==> src/rtl/fb_scanout_if.sv <==
// Scan-out bundle: VGA timing in, frame-RAM read port, bank-swap handshake, pixel stream out.
// The slave side is the scan-out engine; the master side is its environment.
interface fb_scanout_if #(
  parameter int DW = 8,
  parameter int AW = 17
);
  logic          pixel_ce;
  logic [9:0]    DrawX;
  logic [9:0]    DrawY;
  logic          hs_in;
  logic          vs_in;
  logic          blank_in;
  logic          swap_req;
  logic          swap_ack;
  logic          front_bank;
  logic          rd_en;
  logic [AW:0]   rd_addr;
  logic [DW-1:0] rd_data;
  logic [DW-1:0] color_out;
  logic          hs_out;
  logic          vs_out;
  logic          blank_out;
  logic [7:0]    frame_cnt;

  modport slave (
    input  pixel_ce, DrawX, DrawY, hs_in, vs_in, blank_in, swap_req, rd_data,
    output swap_ack, front_bank, rd_en, rd_addr, color_out, hs_out, vs_out, blank_out, frame_cnt
  );

  modport master (
    output pixel_ce, DrawX, DrawY, hs_in, vs_in, blank_in, swap_req, rd_data,
    input  swap_ack, front_bank, rd_en, rd_addr, color_out, hs_out, vs_out, blank_out, frame_cnt
  );
endinterface

==> src/rtl/fb_scanout.sv <==
// 2x-upscaling read engine for a double-buffered indexed frame RAM; output lags DrawX/DrawY by
// 2 pixel_ce strobes. No backpressure: the RAM must answer one Clk after rd_en.
module fb_scanout #(
  parameter int            W            = 320,
  parameter int            H            = 240,
  parameter int            DW           = 8,
  parameter int            AW           = 17,
  parameter logic [DW-1:0] BORDER_COLOR = 8'h00
) (
  input  logic         Clk,
  input  logic         Reset,
  fb_scanout_if.slave  bus
);

  localparam logic [9:0]    X_END = 10'(2 * W);
  localparam logic [9:0]    Y_END = 10'(2 * H);
  localparam logic [AW-1:0] W_A   = AW'(W);

  typedef enum logic [1:0] {S_IDLE, S_PEND, S_ACK} swap_state_t;

  swap_state_t   state, state_nxt;
  logic          flip;
  logic          active;
  logic          vbs;
  logic [AW-1:0] line_base;
  logic [AW-1:0] base_nxt;
  logic [AW-1:0] offset;
  logic          act_d;
  logic          ce_d;
  logic [DW-1:0] pix_q;
  logic          hs_d1, vs_d1, blank_d1;

  assign active = (bus.DrawX < X_END) && (bus.DrawY < Y_END) && bus.blank_in;
  assign vbs    = bus.pixel_ce && (bus.DrawX == 10'd0) && (bus.DrawY == Y_END);

  // Each source line is scanned on two display lines, so the base only advances on even ones.
  always_comb begin
    base_nxt = line_base;
    if (bus.DrawX == 10'd0) begin
      if (bus.DrawY == 10'd0)
        base_nxt = '0;
      else if (!bus.DrawY[0])
        base_nxt = line_base + W_A;
    end
  end

  assign offset = base_nxt + AW'(bus.DrawX[9:1]);

  always_ff @(posedge Clk or posedge Reset) begin
    if (Reset) begin
      line_base     <= '0;
      bus.rd_en     <= 1'b0;
      bus.rd_addr   <= '0;
      act_d         <= 1'b0;
      ce_d          <= 1'b0;
      pix_q         <= BORDER_COLOR;
      hs_d1         <= 1'b1;
      vs_d1         <= 1'b1;
      blank_d1      <= 1'b0;
      bus.color_out <= BORDER_COLOR;
      bus.hs_out    <= 1'b1;
      bus.vs_out    <= 1'b1;
      bus.blank_out <= 1'b0;
      bus.frame_cnt <= 8'd0;
    end else begin
      ce_d      <= bus.pixel_ce;
      bus.rd_en <= 1'b0;
      // RAM data is only valid in the Clk following the read strobe.
      if (ce_d)
        pix_q <= act_d ? bus.rd_data : BORDER_COLOR;
      if (bus.pixel_ce) begin
        line_base     <= base_nxt;
        bus.rd_addr   <= {bus.front_bank, offset};
        bus.rd_en     <= active;
        act_d         <= active;
        hs_d1         <= bus.hs_in;
        vs_d1         <= bus.vs_in;
        blank_d1      <= bus.blank_in;
        bus.color_out <= pix_q;
        bus.hs_out    <= hs_d1;
        bus.vs_out    <= vs_d1;
        bus.blank_out <= blank_d1;
        if (vbs)
          bus.frame_cnt <= bus.frame_cnt + 8'd1;
      end
    end
  end

  always_ff @(posedge Clk or posedge Reset) begin
    if (Reset) begin
      state          <= S_IDLE;
      bus.front_bank <= 1'b0;
      bus.swap_ack   <= 1'b0;
    end else begin
      state        <= state_nxt;
      bus.swap_ack <= (state == S_ACK);
      if (flip)
        bus.front_bank <= ~bus.front_bank;
    end
  end

  // Flip only out of PEND, so a request first seen on a VBS waits for the next one.
  always_comb begin
    state_nxt = state;
    flip      = 1'b0;
    case (state)
      S_IDLE: if (bus.swap_req) state_nxt = S_PEND;
      S_PEND: begin
        if (!bus.swap_req) begin
          state_nxt = S_IDLE;
        end else if (vbs) begin
          flip      = 1'b1;
          state_nxt = S_ACK;
        end
      end
      S_ACK:   if (!bus.swap_req) state_nxt = S_IDLE;
      default: state_nxt = S_IDLE;
    endcase
  end

endmodule

==> src/flat_wrapper.sv <==
// flat-port wrapper written by rule: the top's interface ports become plain ports
module fb_scanout_flat 
#(
  parameter int            W            = 320,
  parameter int            H            = 240,
  parameter int            DW           = 8,
  parameter int            AW           = 17,
  parameter logic [DW-1:0] BORDER_COLOR = 8'h00
)
  (Clk, Reset, bus_pixel_ce, bus_DrawX, bus_DrawY, bus_hs_in, bus_vs_in, bus_blank_in, bus_swap_req, bus_rd_data, bus_swap_ack, bus_front_bank, bus_rd_en, bus_rd_addr, bus_color_out, bus_hs_out, bus_vs_out, bus_blank_out, bus_frame_cnt);
  fb_scanout_if #(.DW(DW), .AW(AW)) bus_i ();
  input  logic Clk;
  input  logic Reset;
  input wire logic [$bits(bus_i.pixel_ce)-1:0] bus_pixel_ce;
  input wire logic [$bits(bus_i.DrawX)-1:0] bus_DrawX;
  input wire logic [$bits(bus_i.DrawY)-1:0] bus_DrawY;
  input wire logic [$bits(bus_i.hs_in)-1:0] bus_hs_in;
  input wire logic [$bits(bus_i.vs_in)-1:0] bus_vs_in;
  input wire logic [$bits(bus_i.blank_in)-1:0] bus_blank_in;
  input wire logic [$bits(bus_i.swap_req)-1:0] bus_swap_req;
  input wire logic [$bits(bus_i.rd_data)-1:0] bus_rd_data;
  output wire logic [$bits(bus_i.swap_ack)-1:0] bus_swap_ack;
  output wire logic [$bits(bus_i.front_bank)-1:0] bus_front_bank;
  output wire logic [$bits(bus_i.rd_en)-1:0] bus_rd_en;
  output wire logic [$bits(bus_i.rd_addr)-1:0] bus_rd_addr;
  output wire logic [$bits(bus_i.color_out)-1:0] bus_color_out;
  output wire logic [$bits(bus_i.hs_out)-1:0] bus_hs_out;
  output wire logic [$bits(bus_i.vs_out)-1:0] bus_vs_out;
  output wire logic [$bits(bus_i.blank_out)-1:0] bus_blank_out;
  output wire logic [$bits(bus_i.frame_cnt)-1:0] bus_frame_cnt;
  assign bus_i.pixel_ce = bus_pixel_ce;
  assign bus_i.DrawX = bus_DrawX;
  assign bus_i.DrawY = bus_DrawY;
  assign bus_i.hs_in = bus_hs_in;
  assign bus_i.vs_in = bus_vs_in;
  assign bus_i.blank_in = bus_blank_in;
  assign bus_i.swap_req = bus_swap_req;
  assign bus_i.rd_data = bus_rd_data;
  assign bus_swap_ack = bus_i.swap_ack;
  assign bus_front_bank = bus_i.front_bank;
  assign bus_rd_en = bus_i.rd_en;
  assign bus_rd_addr = bus_i.rd_addr;
  assign bus_color_out = bus_i.color_out;
  assign bus_hs_out = bus_i.hs_out;
  assign bus_vs_out = bus_i.vs_out;
  assign bus_blank_out = bus_i.blank_out;
  assign bus_frame_cnt = bus_i.frame_cnt;
  fb_scanout #(.W(W), .H(H), .DW(DW), .AW(AW), .BORDER_COLOR(BORDER_COLOR)) u_core (.Clk(Clk), .Reset(Reset), .bus(bus_i));
endmodule
==> config.mk <==
export PLATFORM = sky130hd
export DESIGN_NAME = fb_scanout_flat
export DESIGN_NICKNAME = d
export VERILOG_FILES = /design/src/rtl/fb_scanout_if.sv /design/src/rtl/fb_scanout.sv /design/src/flat_wrapper.sv
export SDC_FILE = /design/constraint.sdc
export NUM_CORES = 1
export LEC_CHECK = 0
export ABC_CLOCK_PERIOD_IN_PS = 3100
export CAP_MARGIN = 20
export CORE_MARGIN = 2
export CORE_UTILIZATION = 47
export DETAILED_ROUTE_END_ITERATION = 16
export GPL_ROUTABILITY_DRIVEN = 0
export MAX_ROUTING_LAYER = met4
export PLACE_DENSITY = 0.88
export REMOVE_ABC_BUFFERS = 1
export SLEW_MARGIN = 10
export SYNTH_ARGS = -nofsm -noshare
export SYNTH_HDL_FRONTEND = slang
export SYNTH_SLANG_ARGS = --single-unit
==> constraint.sdc <==
create_clock -name Clk -period 3.1 [get_ports Clk]
set_clock_uncertainty 0.2 [all_clocks]
set_input_delay 0.465 -clock Clk [delete_from_list [all_inputs] [get_ports Clk]]
set_output_delay 0.465 -clock Clk [all_outputs]
set_load 0.05 [all_outputs]
==> flow_results.xml <==
<?xml version="1.0" encoding="UTF-8"?>
<metrics>
  <group name="final_layout">
    <metric name="finish.cell_count_without_fillers" unit="">606</metric>
    <metric name="layout.area.seq" unit="um^2">1810</metric>
    <metric name="insertedDiodeCount" unit="">0</metric>
    <metric name="footprint_of_the_multi_input_gates" unit="um^2">2140</metric>
    <metric name="fillers" unit="">508</metric>
    <metric name="mostFrequentLayoutCell" unit="">dfrtp_1</metric>
    <metric name="post_route_cells_drive_above_1_share" unit="%">33.9</metric>
    <metric name="count_of_nets_after_finishing" unit="">546</metric>
    <metric name="synthToLayoutAreaGrowth" unit="%">49.0</metric>
    <metric name="final_cell_mix" unit="">dfrtp_1 (68), buf_4 (60), clkdlybuf4s50_1 (54)</metric>
  </group>
  <group name="timing">
    <metric name="tightest_slew" unit="ps">612</metric>
    <metric name="layout_setup_ws" unit="ps">-600</metric>
    <metric name="setup_repair_after_global_routing_missed_its_margin" unit="">yes</metric>
    <metric name="final-max-slew-violation-count" unit="">0</metric>
    <metric name="slew_headroom" unit="%">59.2</metric>
    <metric name="fmax" unit="MHz">270</metric>
    <metric name="post-route-period-util" unit="%">119</metric>
    <metric name="final.min_clock_period" unit="ps">3700</metric>
    <metric name="setup_viol" unit="">10</metric>
    <metric name="timing.final.hold_violations" unit="">0</metric>
  </group>
  <group name="detailed_routing">
    <metric name="drt.antenna.violating_nets" unit="">0</metric>
    <metric name="violation_count_after_the_first_detailed_routing_iteration" unit="">188</metric>
    <metric name="drt-met1-wl" unit="mm">4.51</metric>
    <metric name="drt-total-wl" unit="mm">11.1</metric>
    <metric name="via_per_inst" unit="">5.77</metric>
    <metric name="met2_wirelength" unit="mm">5.60</metric>
    <metric name="drt_drc_violations_left" unit="">0</metric>
    <metric name="wire_per_inst" unit="um">18.3</metric>
    <metric name="met3_routed_length" unit="um">570</metric>
    <metric name="top_layer" unit="">met4</metric>
    <metric name="first_pass_iters" unit="">6</metric>
    <metric name="routed-via-count" unit="">3497</metric>
  </group>
  <group name="placed_design">
    <metric name="numPortBuffers" unit="">74</metric>
    <metric name="detailedPlacementHpwl" unit="mm">6.90</metric>
    <metric name="pre_cts_slack" unit="ps">-1290</metric>
    <metric name="numPlacedInstances" unit="">576</metric>
  </group>
  <group name="clock_network">
    <metric name="clockBufferDepth" unit="">2</metric>
    <metric name="cts_bufs_inserted" unit="">9</metric>
    <metric name="clk_transition_reported_paths" unit="ps">90</metric>
    <metric name="clock_sink_count" unit="">72</metric>
    <metric name="clockRootBuffer" unit="">clkbuf_8</metric>
    <metric name="postCtsHoldBufs" unit="">0</metric>
    <metric name="tritoncts" unit="">built</metric>
    <metric name="htree_levels" unit="">3</metric>
    <metric name="source_to_sink_clock_delay_at_the_later_pin_of_the_worst_skew_pair" unit="ps">350</metric>
  </group>
  <group name="global_routing">
    <metric name="number_of_antenna_violations_at_the_first_check_in_global_routing" unit="">0</metric>
    <metric name="maximum_number_of_pins_on_one_net_before_global_route_repair" unit="">53</metric>
    <metric name="grt_util_all_layers" unit="%">25.1</metric>
    <metric name="grt_remaining_overflow" unit="">0</metric>
    <metric name="grt_first_pass_wirelength" unit="mm">16.7</metric>
    <metric name="via_count_of_the_first_global_routing_pass" unit="">3536</metric>
  </group>
  <group name="pwr">
    <metric name="leakage_power_summed_over_all_cells" unit="nW">2.51</metric>
    <metric name="seq_power_share" unit="%">47.4</metric>
    <metric name="power_frac_clock" unit="%">30.5</metric>
    <metric name="total_internal_power" unit="W">0.00149</metric>
    <metric name="irDropWorstVdd" unit="mV">0.231</metric>
    <metric name="power_frac_comb" unit="%">22.1</metric>
    <metric name="powerDensity" unit="nW/um^2">393</metric>
    <metric name="net-switching-power" unit="W">0.000702</metric>
    <metric name="p_sw_share" unit="%">32.0</metric>
  </group>
  <group name="floorplan">
    <metric name="floorplan.core_area" unit="um^2">7730</metric>
    <metric name="floorplan.initialDensity" unit="%">48.5</metric>
    <metric name="placement_rows" unit="">32</metric>
    <metric name="die_w" unit="um">93.3</metric>
    <metric name="dieHeight" unit="um">93.3</metric>
    <metric name="design.die.area" unit="um^2">8700</metric>
    <metric name="top_level_ports" unit="">75</metric>
  </group>
  <group name="run_status">
    <metric name="violations" unit="">setup timing</metric>
    <metric name="run_status" unit="">finished with violations</metric>
  </group>
  <group name="synth">
    <metric name="mappedNetlistArea" unit="um^2">3750</metric>
    <metric name="yosys.cell_types.count" unit="">57</metric>
    <metric name="synth.top_cell.area_share" unit="%">45.4</metric>
    <metric name="synth_top_cell_by_area" unit="">dfrtp_1</metric>
    <metric name="post_synth.cell_area_avg" unit="um^2">10.5</metric>
    <metric name="yosysWarningCount" unit="">0</metric>
    <metric name="synthArstFlopShare" unit="%">100</metric>
    <metric name="count_of_state_elements_after_synthesis" unit="">72</metric>
    <metric name="synth_top_cells_by_area" unit="">dfrtp_1 (45%), mux2_2 (8.1%), ha_1 (3.7%), o21ai_0 (2.9%), dfstp_2 (2.8%)</metric>
    <metric name="dominantRegCellSynth" unit="">dfrtp_1</metric>
    <metric name="syn_inst" unit="">356</metric>
    <metric name="synth.yosys.seq_area_share" unit="%">48.2</metric>
    <metric name="synth-edff-count" unit="">0</metric>
  </group>
  <group name="worst_setup_path">
    <metric name="timing.critical_path.to_type" unit="">flip-flop</metric>
    <metric name="cp.required" unit="ps">3140</metric>
    <metric name="setup.worst_path.start_class" unit="">input pin</metric>
    <metric name="worst-endpoint-arrival" unit="ps">3740</metric>
    <metric name="critPathKind" unit="">input pin to flip-flop</metric>
    <metric name="critical_path.max_fanout" unit="">3</metric>
  </group>
  <group name="run">
    <metric name="maxCapViolations" unit="">0</metric>
  </group>
  <group name="hold_path">
    <metric name="worstHoldPathType" unit="">input pin to flip-flop</metric>
  </group>
</metrics>
[registers in the layout (all words and copies together), names as in the netlist, 2 cells and up]
register	count
u_core.bus.color_out	8
u_core.bus.frame_cnt	8
u_core.bus.rd_addr	18
u_core.line_base	17
u_core.pix_q	8
u_core.state	2
[worst max-delay path, cell delays in order]
cell and delay [ps]:
buf_6 90, or4_4 560, or3_4 400, nand2_2 60
nand2_1 50, a22o_1 230, ha_4 260, buf_6 120
a21o_1 210, or3_4 370, a21o_1 200, a311oi_2 310
nor3_1 90, o32ai_1 310
[what timing repair did]
item                       in CTS  in global routing
pin swaps                      22                 10
setup endpoints to repair      13                 11
buffers inserted                7                  7
resized for setup              61                 43
[metrics by stage]
stage	cell area [um^2]	hold WS (ps)	util (%)	power [W]	TNS (ps)
after floorplan	3700	214	-	0.00130	-6710
final	5580	227	72.2	0.00220	-3770
after global routing	5580	213	72.2	0.00227	-4140
after detailed placement	4990	234	64.6	0.00150	-13770
after CTS	5310	263	68.8	0.00217	-2600
after global placement	4990	224	64.6	0.00148	-12030
[cells in the mapped netlist, types with 3 or more instances]
master      n
clkbuf_1    9
dfstp_2     4
mux2_2     27
ha_1       11
o21ai_0    22
nand2_1    28
xor2_1      9
o21bai_1    5
and2_1     14
nand4_1     9
a21oi_1    11
nor3_1      9
a31oi_1     5
nor2_1     22
or4_1       6
xnor2_1    11
inv_1      19
o2bb2ai_1   3
a21o_1      7
o21a_1      5
or3_1       3
o31ai_1     3
a211oi_1    4
nand3_1     4
dfrtp_1    68
[layout make-up]
class | instances | area share [%]
repair buffers | 143 | 22.7
multi-input cells | 254 | 38.3
clock buffers | 10 | 2.29
flip-flops and latches | 72 | 32.4
well taps | 102 | 2.29
inverters | 19 | 1.28
clock inverters | 6 | 0.762
[cells by family after synthesis]
kind of cell    count (synthesis)  synth area share [%]
simple gates                  114                  17.2
compound gates                 79                  14.0
flops                          72                  48.2
buf+inv                        30                  3.04
mux                            29                  8.65
xor+xnor                       20                  4.68
fa+ha+maj                      12                  4.21
[path summary, 6_finish.rpt]
check                                                start                                 end  slack (ps)  depth (start not counted)
setup / recovery                              bus_DrawY[6]  u_core.bus.rd_addr[10]$_DFFE_PP0P_        -600                         14
hold / removal                                bus_DrawY[9]          u_core.bus.rd_en$_DFF_PP0_         230                          3
setup reg to reg           u_core.line_base[6]$_DFFE_PP0P_  u_core.bus.rd_addr[10]$_DFFE_PP0P_        -160                         11
hold reg to reg                u_core.state[0]$_DFFE_PP0P_       u_core.bus.swap_ack$_DFF_PP0_         270                          1
max in group asynchronous                            Reset    u_core.line_base[10]$_DFFE_PP0P_        1780                          3
min in group asynchronous                            Reset         u_core.blank_d1$_DFFE_PP0P_         270                          2
[power by group through the flow]
stage	combinational, W	sequential, W	clock, W
2_1_floorplan	0.000128	0.00117	0
3_3_place_gp	0.000433	0.00105	0
3_5_place_dp	0.000446	0.00105	0
4_1_cts	0.000452	0.00104	0.000679
5_1_grt	0.000511	0.00105	0.000713
6_report	0.000485	0.00104	0.000669
[metal layers]
layer | vias up | track usage, %
met5 | - | -
met4 | 0 | 12.7
met3 | 45 | 4.03
met2 | 156 | 40.8
met1 | 1729 | 30.3
li1 | 1567 | -
No activity file was read; power rests on OpenSTA's default activity.
